`src/rtl/seq_rf_wb_arb_2x1_if.sv`:
```
// Producer-side write request channel (val/rdy handshake carrying an address/data pair).
interface seq_rf_wb_arb_2x1_if #(
    parameter int unsigned NBITS = 8,
    parameter int unsigned NADDR = 3
);
    logic             val;
    logic             rdy;
    logic [NADDR-1:0] addr;
    logic [NBITS-1:0] data;

    modport master (output val, output addr, output data, input rdy);
    modport slave  (input val, input addr, input data, output rdy);
endinterface

```
`src/rtl/seq_rf_wb_arb_2x1.sv`:
```
// Round-robin merge of two writeback producers onto one register-file write port;
// address-0 writes are acknowledged, discarded and counted with saturation.
module seq_rf_wb_arb_2x1 #(
    parameter int unsigned NBITS = 8,
    parameter int unsigned NADDR = 3
) (
    input  logic                 clk,
    input  logic                 reset_n,
    seq_rf_wb_arb_2x1_if.slave   in0,
    seq_rf_wb_arb_2x1_if.slave   in1,
    output logic                 write_en,
    output logic [NADDR-1:0]     write_addr,
    output logic [NBITS-1:0]     write_data,
    output logic [7:0]           drop_count
);
    localparam int unsigned CNT_W = 8;

    logic             prio;
    logic             zero0_c, zero1_c;
    logic             real0_c, real1_c;
    logic             grant0_c, grant1_c;
    logic [1:0]       drop_inc_c;
    logic [CNT_W:0]   drop_sum_c;
    logic [CNT_W-1:0] drop_next_c;

    // Classify requests, arbitrate real ones, and form the saturating drop update.
    always_comb begin
        zero0_c     = in0.val && (in0.addr == '0);
        zero1_c     = in1.val && (in1.addr == '0);
        real0_c     = in0.val && (in0.addr != '0);
        real1_c     = in1.val && (in1.addr != '0);
        grant0_c    = real0_c && (!real1_c || !prio);
        grant1_c    = real1_c && (!real0_c || prio);
        in0.rdy     = reset_n && (zero0_c || grant0_c);
        in1.rdy     = reset_n && (zero1_c || grant1_c);
        drop_inc_c  = 2'(zero0_c) + 2'(zero1_c);
        drop_sum_c  = {1'b0, drop_count} + (CNT_W+1)'(drop_inc_c);
        drop_next_c = drop_sum_c[CNT_W] ? {CNT_W{1'b1}} : drop_sum_c[CNT_W-1:0];
    end

    // Writeback stage, round-robin pointer and drop counter.
    always_ff @(posedge clk or negedge reset_n) begin
        if (!reset_n) begin
            prio       <= 1'b0;
            write_en   <= 1'b0;
            write_addr <= '0;
            write_data <= '0;
            drop_count <= '0;
        end else begin
            drop_count <= drop_next_c;
            write_en   <= grant0_c || grant1_c;
            if (grant0_c) begin
                prio       <= 1'b1;
                write_addr <= in0.addr;
                write_data <= in0.data;
            end else if (grant1_c) begin
                prio       <= 1'b0;
                write_addr <= in1.addr;
                write_data <= in1.data;
            end
        end
    end
endmodule

```
`src/flat_wrapper.sv`:
```
// flat-port wrapper written by rule: the top's interface ports become plain ports
module seq_rf_wb_arb_2x1_flat 
#(
    parameter int unsigned NBITS = 8,
    parameter int unsigned NADDR = 3
)
  (clk, reset_n, write_en, write_addr, write_data, drop_count, in0_val, in0_addr, in0_data, in0_rdy, in1_val, in1_addr, in1_data, in1_rdy);
  seq_rf_wb_arb_2x1_if #(.NBITS(NBITS), .NADDR(NADDR)) in0_i ();
  seq_rf_wb_arb_2x1_if #(.NBITS(NBITS), .NADDR(NADDR)) in1_i ();
  input  logic clk;
  input  logic reset_n;
  output logic write_en;
  output logic [NADDR-1:0] write_addr;
  output logic [NBITS-1:0] write_data;
  output logic [7:0] drop_count;
  input wire logic [$bits(in0_i.val)-1:0] in0_val;
  input wire logic [$bits(in0_i.addr)-1:0] in0_addr;
  input wire logic [$bits(in0_i.data)-1:0] in0_data;
  output wire logic [$bits(in0_i.rdy)-1:0] in0_rdy;
  input wire logic [$bits(in1_i.val)-1:0] in1_val;
  input wire logic [$bits(in1_i.addr)-1:0] in1_addr;
  input wire logic [$bits(in1_i.data)-1:0] in1_data;
  output wire logic [$bits(in1_i.rdy)-1:0] in1_rdy;
  assign in0_i.val = in0_val;
  assign in0_i.addr = in0_addr;
  assign in0_i.data = in0_data;
  assign in0_rdy = in0_i.rdy;
  assign in1_i.val = in1_val;
  assign in1_i.addr = in1_addr;
  assign in1_i.data = in1_data;
  assign in1_rdy = in1_i.rdy;
  seq_rf_wb_arb_2x1 #(.NBITS(NBITS), .NADDR(NADDR)) u_core (.clk(clk), .reset_n(reset_n), .in0(in0_i), .in1(in1_i), .write_en(write_en), .write_addr(write_addr), .write_data(write_data), .drop_count(drop_count));
endmodule
```
`config.mk`:
```
export PLATFORM = sky130hd
export DESIGN_NAME = seq_rf_wb_arb_2x1_flat
export DESIGN_NICKNAME = d
export VERILOG_FILES = /design/src/rtl/seq_rf_wb_arb_2x1_if.sv /design/src/rtl/seq_rf_wb_arb_2x1.sv /design/src/flat_wrapper.sv
export SDC_FILE = /design/constraint.sdc
export NUM_CORES = 1
export LEC_CHECK = 0
export BUFFER_PORTS_ARGS = -buffer_cell sky130_fd_sc_hd__buf_2
export CAP_MARGIN = 20
export CORE_UTILIZATION = 45
export CTS_CLUSTER_SIZE = 20
export DETAILED_ROUTE_END_ITERATION = 10
export PLACE_DENSITY = 0.76
export SKIP_CTS_REPAIR_TIMING = 1
export SLEW_MARGIN = 20
export SYNTH_ARGS = -nofsm -noshare
export SYNTH_HDL_FRONTEND = slang
export SYNTH_SLANG_ARGS = --single-unit
```
`constraint.sdc`:
```
create_clock -name clk -period 2.2 [get_ports clk]
set_input_delay 0.22 -clock clk [delete_from_list [all_inputs] [get_ports clk]]
set_output_delay 0.22 -clock clk [all_outputs]
set_load 0.05 [all_outputs]
```
==> flow_summary_export.csv, run 1 <==
group,metric,value,unit
logic_synthesis,yosysTopAreaCell,"dfrtp_1",
logic_synthesis,synth-seq-cells,21,
hold_path,hold_class,"in -> reg",
cells_and_area,layout.nets,180,
clock_tree,clk_latency,300,ps
logic_synthesis,synth_edf_count,0,
critical_path,cp_num_buf_inv,1,
cells_and_area,num_antenna_cells,0,
global_routing,grt_util_all_layers,20.7,%
timing,finalHoldViolCount,0,
clock_tree,clockRootBuffer,"clkbuf_4",
routing,num_vias,986,
critical_path,path_delay_family,"flip-flops",
critical_path,critPathArrivalTime,1480,ps
global_routing,overflow,0,
critical_path,required,1980,ps
critical_path,startpoint,"u_core.prio",
timing,period_share,77.4,%
cells_and_area,most-common-layout-cells,"buf_2 (47), dfrtp_1 (21), nand2_1 (18), a221o_1 (10), nor3_1 (9)",
placement,post-dp-hpwl,1.85,mm
routing,antenna_left,0,
global_routing,grt_max_degree,20,
power_and_ir_drop,leakagePower,0.000686,uW
power_and_ir_drop,p_per_area,936,nW/um^2
clock_tree,path_clk_slew,120,ps
power_and_ir_drop,p_total,1260,uW
routing,first_pass_iters,4,
clock_tree,cts_made_buffers,3,
logic_synthesis,synth_cell_types,31,
logic_synthesis,netlist_instances,103,
cells_and_area,ff_latch_area,526,um^2
logic_synthesis,ys_seq_area_share,50.0,%
critical_path,path_depth,3,
logic_synthesis,synth_top_cells_by_area,"dfrtp_1 (50%), a221o_1 (9.5%), nand2_1 (6.4%)",
critical_path,crit_chain,"nor2b_1 -> a31oi_1 -> buf_2",
logic_synthesis,syn-num-nets,130,
die,core_region_area,2210,um^2
routing,vias_per_cell,5.48,
logic_synthesis,synthArstFlopShare,100,%
critical_path,worst_setup_path_end_kind,"output pin",
timing,slew_headroom,66.8,%
timing,rsz0062_at_grt,"no",
global_routing,grt_first_pass_wirelength,4.02,mm
routing,wl_per_cell,13.4,um
clock_tree,htree_levels,1,
clock_tree,cts.sinks,21,
global_routing,grt_pass1_vias,878,
run_status,outcome,"complete, no violations",
critical_path,cp_slowest_stage_delay,440,ps
cells_and_area,multi_input_area,488,um^2
timing,period_needed,1700,ps
logic_synthesis,synth_top_area_share,50.0,%
cells_and_area,layout-drive-gt1-share,38.2,%
critical_path,ff2ff_path_depth,4,
die,die_w,50.3,um
die,die_h,50.3,um
critical_path,r2r_setup_slack,570,ps
logic_synthesis,yosysWarnings,0,
routing,drt_first_iter_violations,15,
cells_and_area,fin_util,60.7,%
critical_path,endpoint,"in1_rdy",
die,start_util,47.5,%
placement,gp_congestion,0.828,
global_routing,antenna_found_initial,0,
critical_path,worstReg2RegEnd,"u_core.drop_count[3]",
placement,io_buffers,47,
clock_tree,cts_tree,"yes",
critical_path,critPathLaunchType,"flop",
die,io_pins,48,
critical_path,worstPathMaxFanout,5,
critical_path,path_class,"reg -> out",
routing,wl,2.41,mm
placement,pre_cts_ws,201,ps
power_and_ir_drop,ir_drop,683,uV
die,die_area,2530,um^2
timing,finalSetupViolations,0,
logic_synthesis,synth_ff_type,"dfrtp_1",
cells_and_area,fill_cells,214,
timing,fin_ws,496,ps
logic_synthesis,synth.avg_cell_area,10.2,um^2
routing,drcViolationCount,0,
logic_synthesis,synth_area,1050,um^2
timing,tns,0,ps
critical_path,cpMaxStageDelayCell,"dfrtp_1",
timing,worst_pin_slew,498,ps
die,rows,17,
critical_path,r2r-start,"u_core.drop_count[0]",
timing,report.final.slew_viol_count,0,
flow_run,maxCapViolations,0,
clock_tree,clk_path_buf_depth,2,
timing,fin_skew,6.65,ps
timing,fmax,587,MHz
cells_and_area,final_common_cell,"buf_2",
cells_and_area,area_growth,27.9,%
==> flip-flops by register name, indices dropped and copies added (netlist names) <==
register / count
u_core.write_data: 8
u_core.write_en: 1
u_core.write_addr: 3
u_core.prio: 1
u_core.drop_count: 8
==> metal layers <==
layer	vias to the layer above	wire length, um	track usage, %	part of all wire [%]
met2	37	1120	31.3	47
met5	-	0	0	0
met4	0	14	6.48	0.58
met1	465	1140	30.4	47
met3	2	131	3.03	5.4
li1	482	-	-	-
==> worst min path at each step <==
| stage | start | endpoint | slack (ps) | cells after the start |
|---|---|---|---|---|
| 2_1_floorplan | reset_n | u_core.drop_count[0] | -80 | 0 |
| 3_3_place_gp | reset_n | u_core.prio | 40 | 1 |
| 3_5_place_dp | reset_n | u_core.prio | 40 | 1 |
| 6_report | in1_data[3] | u_core.write_data[3] | 150 | 2 |
| 5_1_grt | in1_data[4] | u_core.write_data[4] | 130 | 2 |
| 4_1_cts | reset_n | u_core.write_addr[1] | -290 | 1 |
==> power breakdown <==
group | internal (uW) | leakage (uW) | switching (uW) | total (uW)
combinational | 146 | 0.000410 | 400 | 546
clock | 67.6 | 0.0000177 | 117 | 185
sequential | 463 | 0.000259 | 63.7 | 527
total | 677 | 0.000686 | 581 | 1260
==> through the flow <==
step	instance area (um^2)	hold WS, ps	cells
after detailed placement	1310	41.0	175
after CTS	1330	-292	179
after floorplan	1050	-75.6	103
after global placement	1310	38.3	175
final	1340	146	180
after global routing	1340	131	180
==> synth_stat cells, types with 2 or more instances <==
cell type	count
a21oi_1	4
a221o_1	10
a31oi_1	4
and2_1	2
clkbuf_1	3
dfrtp_1	21
inv_1	2
nand2_1	18
nor2_1	4
nor2b_1	2
nor3_1	9
o21ai_0	3
or3_1	2
xnor2_1	2
==> worst reg2reg max path, cell delays in order (launching register included) <==
cell and delay (ps):
dfrtp_1 420, fa_1 490, and4_1 270, nand4_1 220
o21ai_0 120
==> cells by family (layout without fill, tap and decap cells) <==
family | Yosys count | count (layout) | synth area share [%]
AND/OR/NAND/NOR | 43 | 43 | 20.0
XOR/XNOR | 2 | 2 | 1.67
AO/OA/AOI/OAI | 29 | 29 | 22.9
flip-flops | 21 | 21 | 50.0
adder cells (fa/ha/maj) | 1 | 1 | 1.90
buffers and inverters | 7 | 56 | 3.57
==> final cells by class <==
| cell class | instances | share of cell area, % |
|---|---|---|
| clock buffers | 3 | 1.68 |
| clock inverters | 1 | 0.372 |
| inverters | 2 | 0.559 |
| multi-input cells | 75 | 36.3 |
| flip-flops and latches | 21 | 39.1 |
| well taps | 28 | 2.61 |
| repair buffers | 50 | 19.4 |
Power figures use the tool's default switching activity.
==> run 2, diff against run 1 <==
--- a/config.mk
+++ b/config.mk
@@ -5,6 +5,7 @@
 export SDC_FILE = /design/constraint.sdc
 export NUM_CORES = 1
 export LEC_CHECK = 0
+export ABC_AREA = 1
 export BUFFER_PORTS_ARGS = -buffer_cell sky130_fd_sc_hd__buf_2
 export CAP_MARGIN = 20
 export CORE_UTILIZATION = 45
==> constraint.sdc (replaced) <==
create_clock -name clk -period 1.6 [get_ports clk]
set_input_delay 0.16 -clock clk [delete_from_list [all_inputs] [get_ports clk]]
set_output_delay 0.16 -clock clk [all_outputs]
set_load 0.05 [all_outputs]
==> flow_summary_export.csv, run 2 <==
group,metric,value,unit
run_status,outcome,"complete, no violations",
critical_path,required,1440,ps
logic_synthesis,synth_edf_count,0,
placement,gp_congestion,0.853,
logic_synthesis,synth_ff_type,"dfrtp_1",
cells_and_area,layout-drive-gt1-share,40.8,%
hold_path,min_to,"u_core.write_data[4]",
global_routing,grt_max_degree,22,
power_and_ir_drop,power_frac_clock,13.8,%
logic_synthesis,synth_top_cells_by_area,"dfrtp_1 (48%), nand3_1 (12%), nand2_1 (11%)",
hold_path,whs_path_depth,3,
logic_synthesis,synth_top_area_share,48.3,%
logic_synthesis,netlist_top_cells_count,"nand2_1 (33), nand3_1 (25), dfrtp_1 (21)",
critical_path,worstReg2RegEnd,"u_core.drop_count[3]",
global_routing,grt_first_pass_wirelength,3.88,mm
timing,slew_headroom,82.5,%
cells_and_area,fin_util,62.2,%
logic_synthesis,synth_area,1090,um^2
cells_and_area,fill_cells,202,
critical_path,ff2ff_path_depth,6,
die,die_w,51.2,um
critical_path,path_delay_family,"flip-flops",
power_and_ir_drop,p_per_area,1280,nW/um^2
flow_run,maxCapViolations,0,
clock_tree,clockRootBuffer,"clkbuf_4",
routing,drt_first_iter_violations,15,
critical_path,cp_slowest_stage_delay,420,ps
placement,post-dp-hpwl,1.84,mm
logic_synthesis,netlist_instances,132,
power_and_ir_drop,p_sw,869,uW
logic_synthesis,yosysWarnings,0,
routing,wl,2.49,mm
cells_and_area,multi_input_area,464,um^2
logic_synthesis,yosysTopAreaCell,"dfrtp_1",
global_routing,grt_util_all_layers,19.8,%
routing,drcViolationCount,0,
cells_and_area,area_growth,29.0,%
critical_path,worstPathMaxFanout,13,
critical_path,r2r_setup_slack,110,ps
placement,place_area,1350,um^2
critical_path,critPathLaunchType,"flop",
die,core_region_area,2250,um^2
critical_path,critPathArrivalTime,1370,ps
global_routing,antenna_found_initial,0,
routing,antenna_left,0,
routing,first_pass_iters,4,
timing,worst_pin_slew,263,ps
die,die_area,2620,um^2
routing,wl_per_cell,11.8,um
critical_path,worst_setup_path_end_kind,"output pin",
logic_synthesis,synth-seq-cells,21,
global_routing,overflow,0,
cells_and_area,layout.nets,212,
cells_and_area,fin_area,1400,um^2
power_and_ir_drop,p_int,933,uW
cells_and_area,most-common-layout-cells,"buf_2 (46), nand2_1 (32), nand3_1 (25), dfrtp_1 (20), inv_1 (19)",
cells_and_area,ff_latch_area,527,um^2
timing,fmax,654,MHz
logic_synthesis,synth_cell_types,19,
clock_tree,cts.sinks,21,
cells_and_area,final_common_cell,"buf_2",
cells_and_area,largestRegisters,"u_core.drop_count x8, u_core.write_data x8, u_core.write_addr x3",
logic_synthesis,ys_seq_area_share,48.3,%
logic_synthesis,syn-num-nets,159,
placement,io_buffers,47,
timing,fin_skew,2.16,ps
logic_synthesis,synth.avg_cell_area,8.24,um^2
die,start_util,48.2,%
clock_tree,cts_made_buffers,3,
logic_synthesis,synthArstFlopShare,100,%
clock_tree,htree_levels,1,
routing,vias_per_cell,5.00,
power_and_ir_drop,pwr-share-comb,45.4,%
logic_synthesis,yosysMostFrequentCell,"nand2_1",
timing,period_share,95.5,%
critical_path,r2r-start,"u_core.drop_count[0]",
timing,finalSetupViolations,0,
clock_tree,clk_path_buf_depth,2,
cells_and_area,num_antenna_cells,0,
critical_path,path_class,"reg -> out",
critical_path,crit_chain,"nand3_2 -> nand2_4 -> a21oi_2 -> clkbuf_4",
die,die_h,51.2,um
clock_tree,path_clk_slew,120,ps
cells_and_area,fin_cells,212,
power_and_ir_drop,sw_frac_of_total,48.2,%
timing,fin_ws,71.7,ps
die,io_pins,48,
die,rows,17,
power_and_ir_drop,leakagePower,0.000787,uW
clock_tree,cts_tree,"yes",
hold_path,hold_class,"in -> reg",
global_routing,grt_pass1_vias,957,
timing,finalHoldViolCount,0,
power_and_ir_drop,seq_power_share,40.8,%
clock_tree,clk_latency,290,ps
hold_path,min_from,"in0_data[4]",
critical_path,cpMaxStageDelayCell,"dfrtp_1",
power_and_ir_drop,ir_drop,1200,uV
timing,report.final.slew_viol_count,0,
placement,place_inst,207,
placement,pre_cts_ws,-13.9,ps
routing,num_vias,1061,
timing,period_needed,1530,ps
critical_path,cp_num_buf_inv,1,
==> run 2: tightest hold or removal path: stages <==
cell	delay, ps
buf_2	70
nand2_1	40
nand3_1	70
==> run 2: area by class of cell <==
type,count,area share [%]
flip-flops and latches,21,37.6
multi-input cells,87,33.1
repair buffers,51,19.3
inverters,21,5.62
well taps,28,2.50
clock buffers,3,1.61
clock inverters,1,0.357
==> run 2: kinds of logic (layout without fill, tap and decap cells) <==
group           Yosys count  after routing  share of synthesized area, %
compound gates            9              9                          4.83
fa+ha+maj                 1              1                          1.84
buf+inv                  24             76                          10.4
flops                    21             21                          48.3
simple gates             77             77                          34.6
==> run 2: power groups by stage <==
| stage | registers [uW] | logic, uW | clock network [uW] |
|---|---|---|---|
| final | 735 | 818 | 249 |
| after global routing | 749 | 868 | 280 |
| after CTS | 730 | 815 | 259 |
| after detailed placement | 740 | 812 | 0 |
| after global placement | 734 | 799 | 0 |
| after floorplan | 1120 | 229 | 0 |
==> run 2: worst max path at each step <==
stage	cells after the start	slack [ps]	startpoint	end
2_1_floorplan	6	-20	u_core.drop_count[0]	u_core.drop_count[3]
3_3_place_gp	10	50	in0_addr[2]	u_core.drop_count[3]
3_5_place_dp	10	-10	in0_addr[0]	u_core.drop_count[3]
4_1_cts	4	-2	u_core.prio	in0_rdy
5_1_grt	4	-0.6	u_core.prio	in0_rdy
6_report	4	70	u_core.prio	in0_rdy
==> run 2: metal layers <==
| metal | wire, um | global-route usage [%] | share of wire (%) |
|---|---|---|---|
| met2 | 1200 | 33.1 | 48 |
| met3 | 177 | 4.46 | 7.1 |
| met4 | 21 | 8.33 | 0.84 |
| met5 | 0 | 0 | 0 |
| met1 | 1090 | 24.3 | 44 |
==> run 2: per-stage QoR <==
stage               total power, uW  hold WS, ps  setup TNS, ps
global route                   1900         65.0         -0.601
finish                         1800         76.6              0
global placement               1530          161              0
floorplan                      1350         -136          -19.3
CTS                            1800         -178          -1.78
detailed placement             1550          160          -16.8
==> run 3, diff against run 2 <==
--- a/config.mk
+++ b/config.mk
@@ -8,7 +8,9 @@
 export ABC_AREA = 1
 export BUFFER_PORTS_ARGS = -buffer_cell sky130_fd_sc_hd__buf_2
 export CAP_MARGIN = 20
-export CORE_UTILIZATION = 45
+export CELL_PAD_IN_SITES_DETAIL_PLACEMENT = 1
+export CELL_PAD_IN_SITES_GLOBAL_PLACEMENT = 1
+export CORE_UTILIZATION = 32
 export CTS_CLUSTER_SIZE = 20
 export DETAILED_ROUTE_END_ITERATION = 10
 export PLACE_DENSITY = 0.76
==> flow_summary_export.csv, run 3 (synthesized netlist as in run 2, its figures left out) <==
group,metric,value,unit
critical_path,critPathLaunchType,"flop",
critical_path,crit_chain,"nand3_2 -> nand2_4 -> a21oi_2 -> buf_4",
global_routing,overflow,0,
clock_tree,cts_tree,"yes",
cells_and_area,largestRegisters,"u_core.drop_count x8, u_core.write_data x8, u_core.write_addr x3",
die,rows,20,
timing,finalHoldViolCount,0,
routing,drcViolationCount,0,
placement,gp_congestion,0.761,
critical_path,path_class,"reg -> out",
critical_path,path_delay_family,"flip-flops",
hold_path,hold_class,"in -> reg",
timing,fmax,656,MHz
critical_path,startpoint,"u_core.prio",
placement,io_buffers,47,
critical_path,critPathArrivalTime,1360,ps
routing,wl_per_cell,12.8,um
critical_path,cp_slowest_stage_delay,430,ps
global_routing,gr-usage-met1,19.2,%
die,die_area,3630,um^2
die,die_w,60.3,um
global_routing,antenna_found_initial,0,
critical_path,r2r-start,"u_core.drop_count[0]",
timing,period_needed,1520,ps
clock_tree,clk_latency,310,ps
timing,fin_skew,8.30,ps
hold_path,whs_path_depth,3,
cells_and_area,fill_cells,409,
global_routing,grt_pass1_vias,1125,
critical_path,worstReg2RegEnd,"u_core.drop_count[3]",
timing,finalSetupViolations,0,
critical_path,cp_num_buf_inv,1,
routing,drt_first_iter_violations,24,
critical_path,cpMaxStageDelayCell,"dfrtp_1",
cells_and_area,layout.nets,212,
flow_run,maxCapViolations,0,
clock_tree,htree_levels,1,
global_routing,met2_usage,34.5,%
clock_tree,cts.sinks,21,
cells_and_area,area_growth,30.6,%
routing,num_vias,1077,
clock_tree,path_clk_slew,130,ps
cells_and_area,layout-drive-gt1-share,40.2,%
critical_path,worstPathMaxFanout,13,
die,start_util,34.8,%
die,core_region_area,3130,um^2
clock_tree,clockRootBuffer,"clkbuf_4",
power_and_ir_drop,p_total,1820,uW
critical_path,ff2ff_path_depth,6,
global_routing,grt_util_all_layers,18.0,%
timing,report.final.slew_viol_count,0,
placement,post-dp-hpwl,2.34,mm
routing,wl,2.93,mm
routing,vias_per_cell,4.72,
cells_and_area,num_antenna_cells,0,
run_status,outcome,"complete, no violations",
global_routing,met3_usage,3.03,%
routing,first_pass_iters,4,
critical_path,worst_setup_path_end_kind,"output pin",
cells_and_area,final_common_cell,"buf_2",
critical_path,endpoint,"in0_rdy",
clock_tree,cts_made_buffers,3,
clock_tree,clk_path_buf_depth,2,
routing,antenna_left,0,
die,die_h,60.3,um
global_routing,grt_busiest_layer,"met2",
cells_and_area,most-common-layout-cells,"buf_2 (46), nand2_1 (32), nand3_1 (25), dfrtp_1 (20), inv_1 (19)",
cells_and_area,fin_area,1420,um^2
timing,slew_headroom,82.1,%
global_routing,grt_max_degree,22,
power_and_ir_drop,ir_drop,692,uV
critical_path,required,1440,ps
power_and_ir_drop,leakagePower,0.000789,uW
placement,place_area,1370,um^2
die,io_pins,48,
timing,period_share,95.2,%
global_routing,grt_first_pass_wirelength,4.75,mm
timing,worst_pin_slew,268,ps
critical_path,r2r_setup_slack,80,ps
power_and_ir_drop,p_per_area,1280,nW/um^2
critical_path,path_depth,4,
run 3: metrics by stage:
step / hold WS [ps] / TNS (ps) / setup WS (ps) / util [%] / std cells
floorplan: -136 / -19.3 / -19.3 / - / 132
global placement: 166 / 0 / 45.2 / 43.9 / 223
detailed placement: 179 / -16.0 / -7.41 / 43.9 / 223
CTS: -184 / -65.5 / -65.5 / 44.8 / 227
global route: 50.6 / -12.8 / -12.8 / 45.4 / 228
finish: 61.1 / 0 / 76.4 / 45.4 / 228
run 3: power breakdown:
| part | internal (uW) | switching, uW |
|---|---|---|
| Combinational | 195 | 628 |
| Clock | 93.5 | 175 |
| Sequential | 644 | 87.6 |
| Total | 933 | 890 |
run 3: worst min-delay path by stage:
stage                            from                    to  slack (ps)
after floorplan               reset_n  u_core.drop_count[0]        -140
after global placement        reset_n  u_core.write_addr[2]         170
after detailed placement      reset_n  u_core.write_data[0]         180
after CTS                     reset_n  u_core.write_data[0]        -180
after global routing      in0_data[3]  u_core.write_data[3]          50
final                     in0_data[0]  u_core.write_data[0]          60
run 3: worst min-delay path, delay by kind of cell:
kind / cells / cell delay (ps)
buffers and inverters: 1 / 70
AND/OR/NAND/NOR: 2 / 110
run 3: metal layers:
layer,share of wire [%],wire (um),vias to the layer above
met5,0,0,-
met3,5.1,149,4
met1,41,1200,526
li1,-,-,518
met2,53,1550,29
met4,1.1,31,0
run 3: layout make-up:
class / count / area, um^2 / area share (%)
Sequential cell: 21 / 527 / 37.1
Inverter: 21 / 78.8 / 5.55
Clock inverter: 1 / 5.00 / 0.352
Timing Repair Buffer: 51 / 270 / 19.0
Multi-Input combinational cell: 87 / 462 / 32.5
Tap cell: 44 / 55.1 / 3.88
Clock buffer: 3 / 22.5 / 1.59
